## src/rtl/enemy_hit_to_mosquito_router_if.sv

```systemverilog
// Hit-event handshake from the collision engine to the mosquito router.
// master: collision engine side, slave: router side.
interface enemy_hit_to_mosquito_router_if;
  logic       hit_valid;
  logic [4:0] hit_idx;
  logic       hit_ready;

  modport master (output hit_valid, output hit_idx, input hit_ready);
  modport slave  (input hit_valid, input hit_idx, output hit_ready);
endinterface

```

## src/rtl/enemy_hit_to_mosquito_router.sv

```systemverilog
// Mosquito hit router: claims collision hits on the mosquito slots, buffers
// them in a small FIFO and runs a per-mosquito HP / invulnerability / death /
// respawn state machine.
// Optional build macro MOSQ_HIT_FLASH_EN: blink a hurt mosquito every 2 frames.
//
// state    | meaning
// ST_ALIVE | vulnerable, hp 1..MAX_HP, hits are applied
// ST_HURT  | invulnerable after a non-lethal hit, hits discarded, timer runs
// ST_DEAD  | killed, hp 0, hits discarded, respawn timer runs
module enemy_hit_to_mosquito_router #(
  parameter int BASE_IDX       = 21,
  parameter int NUM_MOSQ       = 2,
  parameter int MAX_HP         = 3,
  parameter int INVULN_FRAMES  = 30,
  parameter int RESPAWN_FRAMES = 120,
  parameter int FIFO_DEPTH     = 4
) (
  input  logic                    clk,
  input  logic                    rst_n,
  input  logic                    frame_tick,
  enemy_hit_to_mosquito_router_if.slave hit,
  output logic [NUM_MOSQ-1:0]     mosquito_alive,
  output logic [NUM_MOSQ-1:0]     mosquito_visible,
  output logic [2*NUM_MOSQ-1:0]   mosquito_hp,
  output logic [NUM_MOSQ-1:0]     kill_pulse,
  output logic [NUM_MOSQ-1:0]     respawn_pulse,
  output logic [7:0]              drop_count
);

  localparam logic [1:0] ST_ALIVE = 2'd0;
  localparam logic [1:0] ST_HURT  = 2'd1;
  localparam logic [1:0] ST_DEAD  = 2'd2;

  localparam int LW = (NUM_MOSQ > 1) ? $clog2(NUM_MOSQ) : 1;
  localparam int PW = (FIFO_DEPTH > 1) ? $clog2(FIFO_DEPTH) : 1;
  localparam int CW = PW + 1;

  localparam logic [7:0] INV_T  = 8'(INVULN_FRAMES);
  localparam logic [7:0] RESP_T = 8'(RESPAWN_FRAMES);
  localparam logic [1:0] HP_MAX = 2'(MAX_HP);

  logic [LW-1:0] mem [FIFO_DEPTH];
  logic [PW-1:0] wr_ptr, rd_ptr;
  logic [CW-1:0] count;
  logic          fifo_full, fifo_empty;
  logic          in_range, push, pop;
  logic [LW-1:0] push_idx, pop_idx;

  // Held low in normal operation; a debug hook to stall the FIFO drain.
  logic          pop_hold;
  assign pop_hold = 1'b0;

  logic [1:0]    st    [NUM_MOSQ];
  logic [1:0]    hp    [NUM_MOSQ];
  logic [7:0]    timer [NUM_MOSQ];
  logic [NUM_MOSQ-1:0] hit_k;

  assign fifo_full  = (count == CW'(FIFO_DEPTH));
  assign fifo_empty = (count == '0);
  assign hit.hit_ready = !fifo_full;

  assign in_range = (hit.hit_idx >= 5'(BASE_IDX)) &&
                    ({1'b0, hit.hit_idx} < 6'(BASE_IDX + NUM_MOSQ));
  assign push_idx = LW'(hit.hit_idx - 5'(BASE_IDX));
  assign push     = hit.hit_valid && hit.hit_ready && in_range;
  assign pop      = !fifo_empty && !pop_hold;
  assign pop_idx  = mem[rd_ptr];

  // Decode the popped event to a per-mosquito hit strobe and pack outputs.
  always_comb begin
    hit_k          = '0;
    mosquito_alive = '0;
    mosquito_hp    = '0;
    for (int k = 0; k < NUM_MOSQ; k++) begin
      hit_k[k]            = pop && (pop_idx == LW'(k));
      mosquito_alive[k]   = (st[k] != ST_DEAD);
      mosquito_hp[2*k +: 2] = hp[k];
    end
  end

  // Hit-event FIFO: one push and one pop per cycle, occupancy tracked by count.
  always_ff @(posedge clk) begin
    if (!rst_n) begin
      wr_ptr <= '0;
      rd_ptr <= '0;
      count  <= '0;
    end else begin
      if (push) begin
        mem[wr_ptr] <= push_idx;
        wr_ptr      <= wr_ptr + 1'b1;
      end
      if (pop) rd_ptr <= rd_ptr + 1'b1;
      if (push && !pop)      count <= count + 1'b1;
      else if (!push && pop) count <= count - 1'b1;
    end
  end

  // Count mosquito hits refused because the FIFO was full, saturating.
  always_ff @(posedge clk) begin
    if (!rst_n) begin
      drop_count <= '0;
    end else if (hit.hit_valid && !hit.hit_ready && in_range &&
                 drop_count != 8'hFF) begin
      drop_count <= drop_count + 1'b1;
    end
  end

  // Per-mosquito state machine; all decisions use the pre-edge state.
  always_ff @(posedge clk) begin
    if (!rst_n) begin
      kill_pulse    <= '0;
      respawn_pulse <= '0;
      for (int k = 0; k < NUM_MOSQ; k++) begin
        st[k]    <= ST_ALIVE;
        hp[k]    <= HP_MAX;
        timer[k] <= '0;
      end
    end else begin
      kill_pulse    <= '0;
      respawn_pulse <= '0;
      for (int k = 0; k < NUM_MOSQ; k++) begin
        case (st[k])
          ST_ALIVE: begin
            if (hit_k[k]) begin
              if (hp[k] > 2'd1) begin
                hp[k]    <= hp[k] - 2'd1;
                st[k]    <= ST_HURT;
                timer[k] <= INV_T;
              end else begin
                hp[k]         <= 2'd0;
                st[k]         <= ST_DEAD;
                timer[k]      <= RESP_T;
                kill_pulse[k] <= 1'b1;
              end
            end
          end
          ST_HURT: begin
            if (frame_tick) begin
              if (timer[k] <= 8'd1) begin
                timer[k] <= '0;
                st[k]    <= ST_ALIVE;
              end else begin
                timer[k] <= timer[k] - 8'd1;
              end
            end
          end
          ST_DEAD: begin
            if (frame_tick) begin
              if (timer[k] <= 8'd1) begin
                timer[k]         <= '0;
                st[k]            <= ST_ALIVE;
                hp[k]            <= HP_MAX;
                respawn_pulse[k] <= 1'b1;
              end else begin
                timer[k] <= timer[k] - 8'd1;
              end
            end
          end
          default: st[k] <= ST_ALIVE;
        endcase
      end
    end
  end

`ifdef MOSQ_HIT_FLASH_EN
  logic [1:0] flash_cnt [NUM_MOSQ];

  // Flash phase counter, restarted each time a mosquito becomes hurt.
  always_ff @(posedge clk) begin
    if (!rst_n) begin
      for (int k = 0; k < NUM_MOSQ; k++) flash_cnt[k] <= '0;
    end else begin
      for (int k = 0; k < NUM_MOSQ; k++) begin
        if (st[k] == ST_ALIVE && hit_k[k] && hp[k] > 2'd1)
          flash_cnt[k] <= '0;
        else if (frame_tick)
          flash_cnt[k] <= flash_cnt[k] + 2'd1;
      end
    end
  end

  // Hurt mosquitoes blink; otherwise visibility follows alive.
  always_comb begin
    mosquito_visible = '0;
    for (int k = 0; k < NUM_MOSQ; k++)
      mosquito_visible[k] = (st[k] == ST_HURT) ? ~flash_cnt[k][1]
                                               : mosquito_alive[k];
  end
`else
  assign mosquito_visible = mosquito_alive;
`endif

endmodule
```

## src/flat_wrapper.sv

```systemverilog
// flat-port wrapper written by rule: the top's interface ports become plain ports
module enemy_hit_to_mosquito_router_flat 
#(
  parameter int BASE_IDX       = 21,
  parameter int NUM_MOSQ       = 2,
  parameter int MAX_HP         = 3,
  parameter int INVULN_FRAMES  = 30,
  parameter int RESPAWN_FRAMES = 120,
  parameter int FIFO_DEPTH     = 4
)
  (clk, rst_n, frame_tick, mosquito_alive, mosquito_visible, mosquito_hp, kill_pulse, respawn_pulse, drop_count, hit_hit_valid, hit_hit_idx, hit_hit_ready);
  enemy_hit_to_mosquito_router_if hit_i ();
  input  logic clk;
  input  logic rst_n;
  input  logic frame_tick;
  output logic [NUM_MOSQ-1:0] mosquito_alive;
  output logic [NUM_MOSQ-1:0] mosquito_visible;
  output logic [2*NUM_MOSQ-1:0] mosquito_hp;
  output logic [NUM_MOSQ-1:0] kill_pulse;
  output logic [NUM_MOSQ-1:0] respawn_pulse;
  output logic [7:0] drop_count;
  input wire logic [$bits(hit_i.hit_valid)-1:0] hit_hit_valid;
  input wire logic [$bits(hit_i.hit_idx)-1:0] hit_hit_idx;
  output wire logic [$bits(hit_i.hit_ready)-1:0] hit_hit_ready;
  assign hit_i.hit_valid = hit_hit_valid;
  assign hit_i.hit_idx = hit_hit_idx;
  assign hit_hit_ready = hit_i.hit_ready;
  enemy_hit_to_mosquito_router #(.BASE_IDX(BASE_IDX), .NUM_MOSQ(NUM_MOSQ), .MAX_HP(MAX_HP), .INVULN_FRAMES(INVULN_FRAMES), .RESPAWN_FRAMES(RESPAWN_FRAMES), .FIFO_DEPTH(FIFO_DEPTH)) u_core (.clk(clk), .rst_n(rst_n), .frame_tick(frame_tick), .hit(hit_i), .mosquito_alive(mosquito_alive), .mosquito_visible(mosquito_visible), .mosquito_hp(mosquito_hp), .kill_pulse(kill_pulse), .respawn_pulse(respawn_pulse), .drop_count(drop_count));
endmodule
```

## config.mk

```make
export PLATFORM = sky130hd
export DESIGN_NAME = enemy_hit_to_mosquito_router_flat
export DESIGN_NICKNAME = d
export VERILOG_FILES = /design/src/rtl/enemy_hit_to_mosquito_router_if.sv /design/src/rtl/enemy_hit_to_mosquito_router.sv /design/src/flat_wrapper.sv
export SDC_FILE = /design/constraint.sdc
export NUM_CORES = 1
export LEC_CHECK = 0
export CORE_AREA = 8 8 75 77
export CTS_BUF_LIST = sky130_fd_sc_hd__clkbuf_4 sky130_fd_sc_hd__clkbuf_8 sky130_fd_sc_hd__clkbuf_16
export DETAILED_ROUTE_END_ITERATION = 10
export DIE_AREA = 0 0 83 85
export PLACE_DENSITY = 0.82
export SLEW_MARGIN = 20
export SYNTH_ARGS = -nofsm -noshare
export SYNTH_HDL_FRONTEND = slang
export SYNTH_SLANG_ARGS = --single-unit
```

## constraint.sdc

```tcl
create_clock -name clk -period 6.5 [get_ports clk]
set_input_delay 1.3 -clock clk [delete_from_list [all_inputs] [get_ports clk]]
set_output_delay 1.3 -clock clk [all_outputs]
set_load 0.005 [all_outputs]
```

### Yosys cells after proc, flatten, opt, wreduce, memory -nomap -nowiden

Memories as Yosys holds them, arrays and structs flattened. A register that Yosys moved wholly into a read port is not among the register bits.
Index checks and enable logic that the tools add are counted.

| storage, ports and cells | value |
|---|---|
| bits in registers | 19 |
| RAM bits | 28 |
| output and inout bits | 21 |
| word-level logic and storage cells | 176 |
| memories kept | 4 |

| cells by class | value |
|---|---|
| $add $sub $neg | 10 |
| $lt $le $gt $ge | 6 |
| eq/ne operators | 8 |
| muxes and demuxes | 94 |
| bitwise operators | 29 |
| reductions and logical operators | 19 |

Memories:

| memory | words | width | read ports | clocked after memory_dff | wr ports | line | RTL |
|---|---|---|---|---|---|---|---|
| u_core.timer | 2 | 8 | 2 | 0 | 2 | enemy_hit_to_mosquito_router.sv:55 | `logic [7:0] timer [NUM_MOSQ];` |
| u_core.hp | 2 | 2 | 2 | 0 | 2 | enemy_hit_to_mosquito_router.sv:54 | `logic [1:0] hp [NUM_MOSQ];` |
| u_core.mem | 4 | 1 | 1 | 1 | 1 | enemy_hit_to_mosquito_router.sv:42 | `logic [LW-1:0] mem [FIFO_DEPTH];` |
| u_core.st | 2 | 2 | 2 | 0 | 2 | enemy_hit_to_mosquito_router.sv:53 | `logic [1:0] st [NUM_MOSQ];` |

Operators by type and width:

| operator | number |
|---|---|
| 8-bit 2-to-1 mux | 12 |
| 1-bit 2-to-1 mux | 62 |
| 2-bit 2-to-1 mux | 18 |
| 1-bit bitwise OR | 28 |
| 8-bit by 1-bit less-or-equal comparator with 1-bit output (second input constant) | 2 |
| 8-bit by 1-bit subtractor with 8-bit output (second input constant) | 2 |
| 1-bit logical AND | 10 |
| 8-bit by 1-bit adder with 8-bit output (second input constant) | 1 |
| 8-bit inequality test (second input constant) | 1 |
| 3-bit 2-to-1 mux | 2 |
| 3-bit OR reduction | 2 |
| 5-bit >= comparator (second input constant) | 1 |
| 5-bit < comparator (second input constant) | 1 |
| 2-bit by 1-bit adder with 2-bit output (second input constant) | 2 |
| 2-bit by 1-bit == test with 1-bit output (second input constant) | 2 |
| 2-bit == test (second input constant) | 2 |
| 2-bit by 1-bit > comparator with 1-bit output (second input constant) | 2 |
| 2-bit zero test | 2 |
| 2-bit inequality test (second input constant) | 2 |
| 2-bit by 1-bit subtractor with 2-bit output (second input constant) | 2 |
| 3-bit by 1-bit adder with 3-bit output (second input constant) | 1 |
| 3-bit == test (second input constant) | 1 |
| 1-bit zero test | 3 |
| 3-bit zero test | 1 |
| 4 further kinds | 4 |

### Logic depth before layout (Yosys ltp)

| depth | value |
|---|---|
| depth after elaboration | 13 |
| gate-level depth with buffers | 7 |
| gate-level depth less buffers | 7 |

### Least setup slack after synthesis

Ideal clock, no wire load.

| timing path | value |
|---|---|
| path type | input-to-reg |
| from | in hit_hit_idx[3] |
| to | reg u_core.count[1] |
| setup time | 71 ps |
| data arrival time | 2666 ps |
| data required time | 6429 ps |
| slack | 3763 ps |
| stages | 5 |
| path buffers | 0 |
| cell sequence | nand4b_1 > nor3b_2 > ha_1 > or3_1 > a21oi_1 |

| between the ends | value |
|---|---|
| cells in the longest elaborated chain, start to end | 6 |

RTL lines:

| what | line | RTL |
|---|---|---|
| start: declaration | flat_wrapper.sv:23 | `input wire logic [$bits(hit_i.hit_idx)-1:0] hit_hit_idx;` |
| 5-bit >= comparator or 5-bit < comparator (tied branches) | enemy_hit_to_mosquito_router.sv:62, enemy_hit_to_mosquito_router.sv:63 |  |
| 1-bit logical AND * | enemy_hit_to_mosquito_router.sv:62 | `assign in_range = (hit.hit_idx >= 5'(BASE_IDX)) &&` |
| 1-bit logical AND * | enemy_hit_to_mosquito_router.sv:65 | `assign push = hit.hit_valid && hit.hit_ready && in_range;` |
| named net u_core.push | enemy_hit_to_mosquito_router.sv:46 | `logic in_range, push, pop;` |
| 1-bit zero test | enemy_hit_to_mosquito_router.sv:94 | `else if (!push && pop) count <= count - 1'b1;` |
| 1-bit logical AND | enemy_hit_to_mosquito_router.sv:94 |  |
| 2-bit nonzero test (no line) | -- |  |
| end signal: assignment | enemy_hit_to_mosquito_router.sv:93 | `if (push && !pop) count <= count + 1'b1;` |
| end signal: assignment | enemy_hit_to_mosquito_router.sv:94 |  |
| end: declaration | enemy_hit_to_mosquito_router.sv:44 | `logic [CW-1:0] count;` |

The timed path passes the listed nets; every way through them passes the cells marked *.
A chain may end at the register's enable or synchronous reset.

==> summary.md <==
| Metric | Value |
|---|---|
| Worst hold path cell count | `2` |
| Die Span Y | `85 um` |
| H-tree depth | `2` |
| Tmin final | `3.31 ns` |
| Final setup viols | `0` |
| Initial antenna violation count | `0` |
| Pwr per Cell Area | `359 nW/um2` |
| First-pass GRT wire length | `8.22 mm` |
| Clock share of power | `0.206` |
| Chip width | `83 um` |
| DRC Markers | `0` |
| Final Power | `1080 uW` |
| Routed WL per cell | `14.7 um` |
| Ant diodes | `0` |
| Worst-path clk slew | `0.09 ns` |
| Highest clock rate | `302 MHz` |
| Register share of total power | `0.453` |
| Gates resized, CTS repair | `0` |
| Crit start category | `primary input` |
| Final period util | `0.509` |
| XOR/XNOR share of the synthesized area | `0.0546` |
| PortBufs | `29` |
| Post-Route WL | `4.83 mm` |
| Hold WS | `0.516 ns` |
| R2r setup slk | `4.16 ns` |
| Syn nets | `266` |
| Pin count of the biggest net entering global routing | `21` |
| Total vias in the final route | `1,915` |
| Hold crit path type | `reg2reg` |
| Synth top area share | `0.316` |
| Largest family of logic cells by synthesized area | `simple AND/OR/NAND/NOR gates` |
| Mean Syn Cell Area | `10.5 um2` |
| Hold-fix buffers, CTS | `0` |
| Cell Area, Synth | `2570 um2` |
| Post-synth top cells | `27 x edfxtp_1, 22 x dfxtp_1, 21 x nor2_1` |
| Postcts setup bufs | `0` |
| Max Clock Skew | `0.00384 ns` |
| Reg-to-Reg Start | `u_core.timer[1][0]` |
| Switch Pwr | `356 uW` |
| FF-to-FF End | `u_core.timer[1][6]` |
| Synth Area in Simple Gates | `0.218` |
| Critical path capture point type | `flop` |
| WL met3 | `305 um` |
| Critical path type | `in2reg` |
| Hold EP | `u_core.drop_count[7]` |
| Data required, critical path | `6.65 ns` |
| Layout Nets | `294` |
| Synth Flop Type | `edfxtp_1` |
| Layout cells sized above 1 | `0.0839` |
| Layout area overhead | `16.9%` |
| Root Buffer | `clkbuf_8` |
| Comb power frac | `0.341` |
| # rows | `25` |
| Hold Startpoint | `u_core.drop_count[7]` |
| Seq/Total Area, Yosys | `0.487` |
| Post-synth EDFFs | `27` |
| Largest cells by area after synthesis | `edfxtp_1 32%, dfxtp_1 17%, ha_1 5.8%, xnor2_1 3.4%, nor2_1 3.1%` |
| RSZ-0062 raised after global routing | `no` |
| CTS tree | `done` |
| GP Congestion | `0.864` |
| Tot GR Track Use | `0.138` |
| Met2 wire len | `2.23 mm` |
| Status | `finished, final reports clean` |
| Slew margin rel. | `0.534` |
| Max layer used | `met4` |
| Synth Area in Compound Gates | `0.123` |
| ANT nets after route | `0` |
| CP arrival | `3.45 ns` |
| Top cell type by total area after synthesis | `edfxtp_1` |
| Via density | `5.84` |
| Final setup TNS | `0 ns` |
| Max VDD drop | `0.000146 V` |
| FF+latch count, synth | `49` |
| Die ar. | `7060 um2` |
| Critical-path maximum fanout | `17` |
| Slew Limit Fails | `0` |
| Drt first pass iters | `4` |
| CTS max path bufs | `2` |
| Clock buffer count from CTS | `5` |
| Final Hold Fails | `0` |
| Syn Inst Count | `245` |
| Net Sw Frac | `0.330` |
| R2R depth | `6` |
| Vias in the first global route | `1,808` |
| Dpl hpwl | `3.61 mm` |
| Starting Density | `0.566` |
| Count leader, synth | `edfxtp_1` |
| Cell variety after synth | `46` |
| Fraction of registers with async set/reset | `0` |
| Adder-cell area share of the yosys netlist | `0.0585` |
| Int Pwr | `721 uW` |
| Yosys warning total | `0` |
| Worst slew pin tran | `0.681 ns` |
| Initial DRC count | `131` |
| Multiplexer share of the synthesized area | `0.0166` |
| Clock latency on the worst-skew pair | `0.30 ns` |
| Core area | `4540 um2` |
| Clock sink total | `49` |
| Ports | `30` |
| Grt ovf | `0` |
| Leakage | `0.00112 uW` |
| M1 wire length | `2.20 mm` |
| Number of max-cap violations | `0` |
cells in the final DEF (no fill, tap or decap), types with 2 or more instances in the layout:
cell type	instances
or3_1	10
or3b_2	3
nand3_1	7
nor3b_1	4
a21oi_1	9
nor3_1	4
nor2_1	21
a31oi_1	7
nor4_1	4
nand4b_1	2
a211o_1	3
or2_2	2
xor2_1	6
clkdlybuf4s50_1	29
nand2_1	10
or3_2	3
nand2b_1	7
o22ai_1	4
and3_1	5
mux2i_1	2
o21ai_0	10
a2111oi_0	2
o32ai_1	2
edfxtp_1	27
or4_1	3
ha_1	12
clkbuf_8	6
o31ai_1	4
dfxtp_1	22
inv_1	17
xnor2_1	10
logic make-up (layout without fill, tap and decap cells):
logic type	Yosys count	after routing
AO/OA/AOI/OAI	48	48
XOR/XNOR	16	16
adder cells (fa/ha/maj)	12	12
buffers and inverters	25	54
flip-flops	49	49
multiplexers	3	3
AND/OR/NAND/NOR	92	92
layout make-up:
cell class                 instances  area [um2]
multi-input combinational        171        1210
inverter                          17        63.8
tap                               54        67.6
fill                             354        1540
clock inverter                     2        37.5
sequential                        49        1250
timing repair buffer              29         290
clock buffer                       6        82.6
through the flow:
| stage | utilization | instances | area, um2 | setup slack, ns |
|---|---|---|---|---|
| final | 0.662 | 328 | 3000 | 3.19 |
| after global routing | 0.662 | 328 | 3000 | 2.94 |
| after CTS | 0.662 | 328 | 3000 | 3.20 |
| after detailed placement | 0.635 | 320 | 2880 | 2.88 |
| after global placement | 0.635 | 320 | 2880 | 2.96 |
| after floorplan | - | 245 | 2570 | 3.76 |
registers in the layout, indices dropped and copies added (netlist names), named ones only:
signal,flops
u_core.drop_count,8
u_core.count,3
u_core.hp,4
u_core.kill_pulse,2
u_core.rd_ptr,2
u_core.mem,4
u_core.wr_ptr,2
u_core.timer,16
u_core.st,4
u_core.respawn_pulse,2
how the worst max path moves through the flow:
stage                        start                  to  slack [ns]  cells after the start
global placement             rst_n  u_core.timer[0][0]        2.96                      3
CTS                          rst_n  u_core.timer[0][0]        3.20                      4
detailed placement           rst_n  u_core.timer[0][1]        2.88                      4
finish                       rst_n  u_core.timer[1][1]        3.19                      5
floorplan           hit_hit_idx[3]     u_core.count[1]        3.76                      5
global route                 rst_n  u_core.timer[1][1]        2.94                      5
power by group through the flow:
stage	clock network [uW]	registers (uW)	logic, uW
2_1_floorplan	0	478	280
3_3_place_gp	0	491	356
3_5_place_dp	0	494	364
4_1_cts	228	487	368
5_1_grt	236	501	411
6_report	222	488	367
worst max-delay path: stages:
cell and delay, ns:
clkdlybuf4s50_1 0.80, nand2_1 0.20, a21oi_1 0.59, o21ai_0 0.35
o22ai_1 0.20
layer usage:
layer	GRT usage	vias to the layer above
li1	-	958
met1	0.171	902
met2	0.213	47
met3	0.0489	8
met4	0.0591	0
met5	0	-
Note: power is estimated with default switching activity, not from simulation.
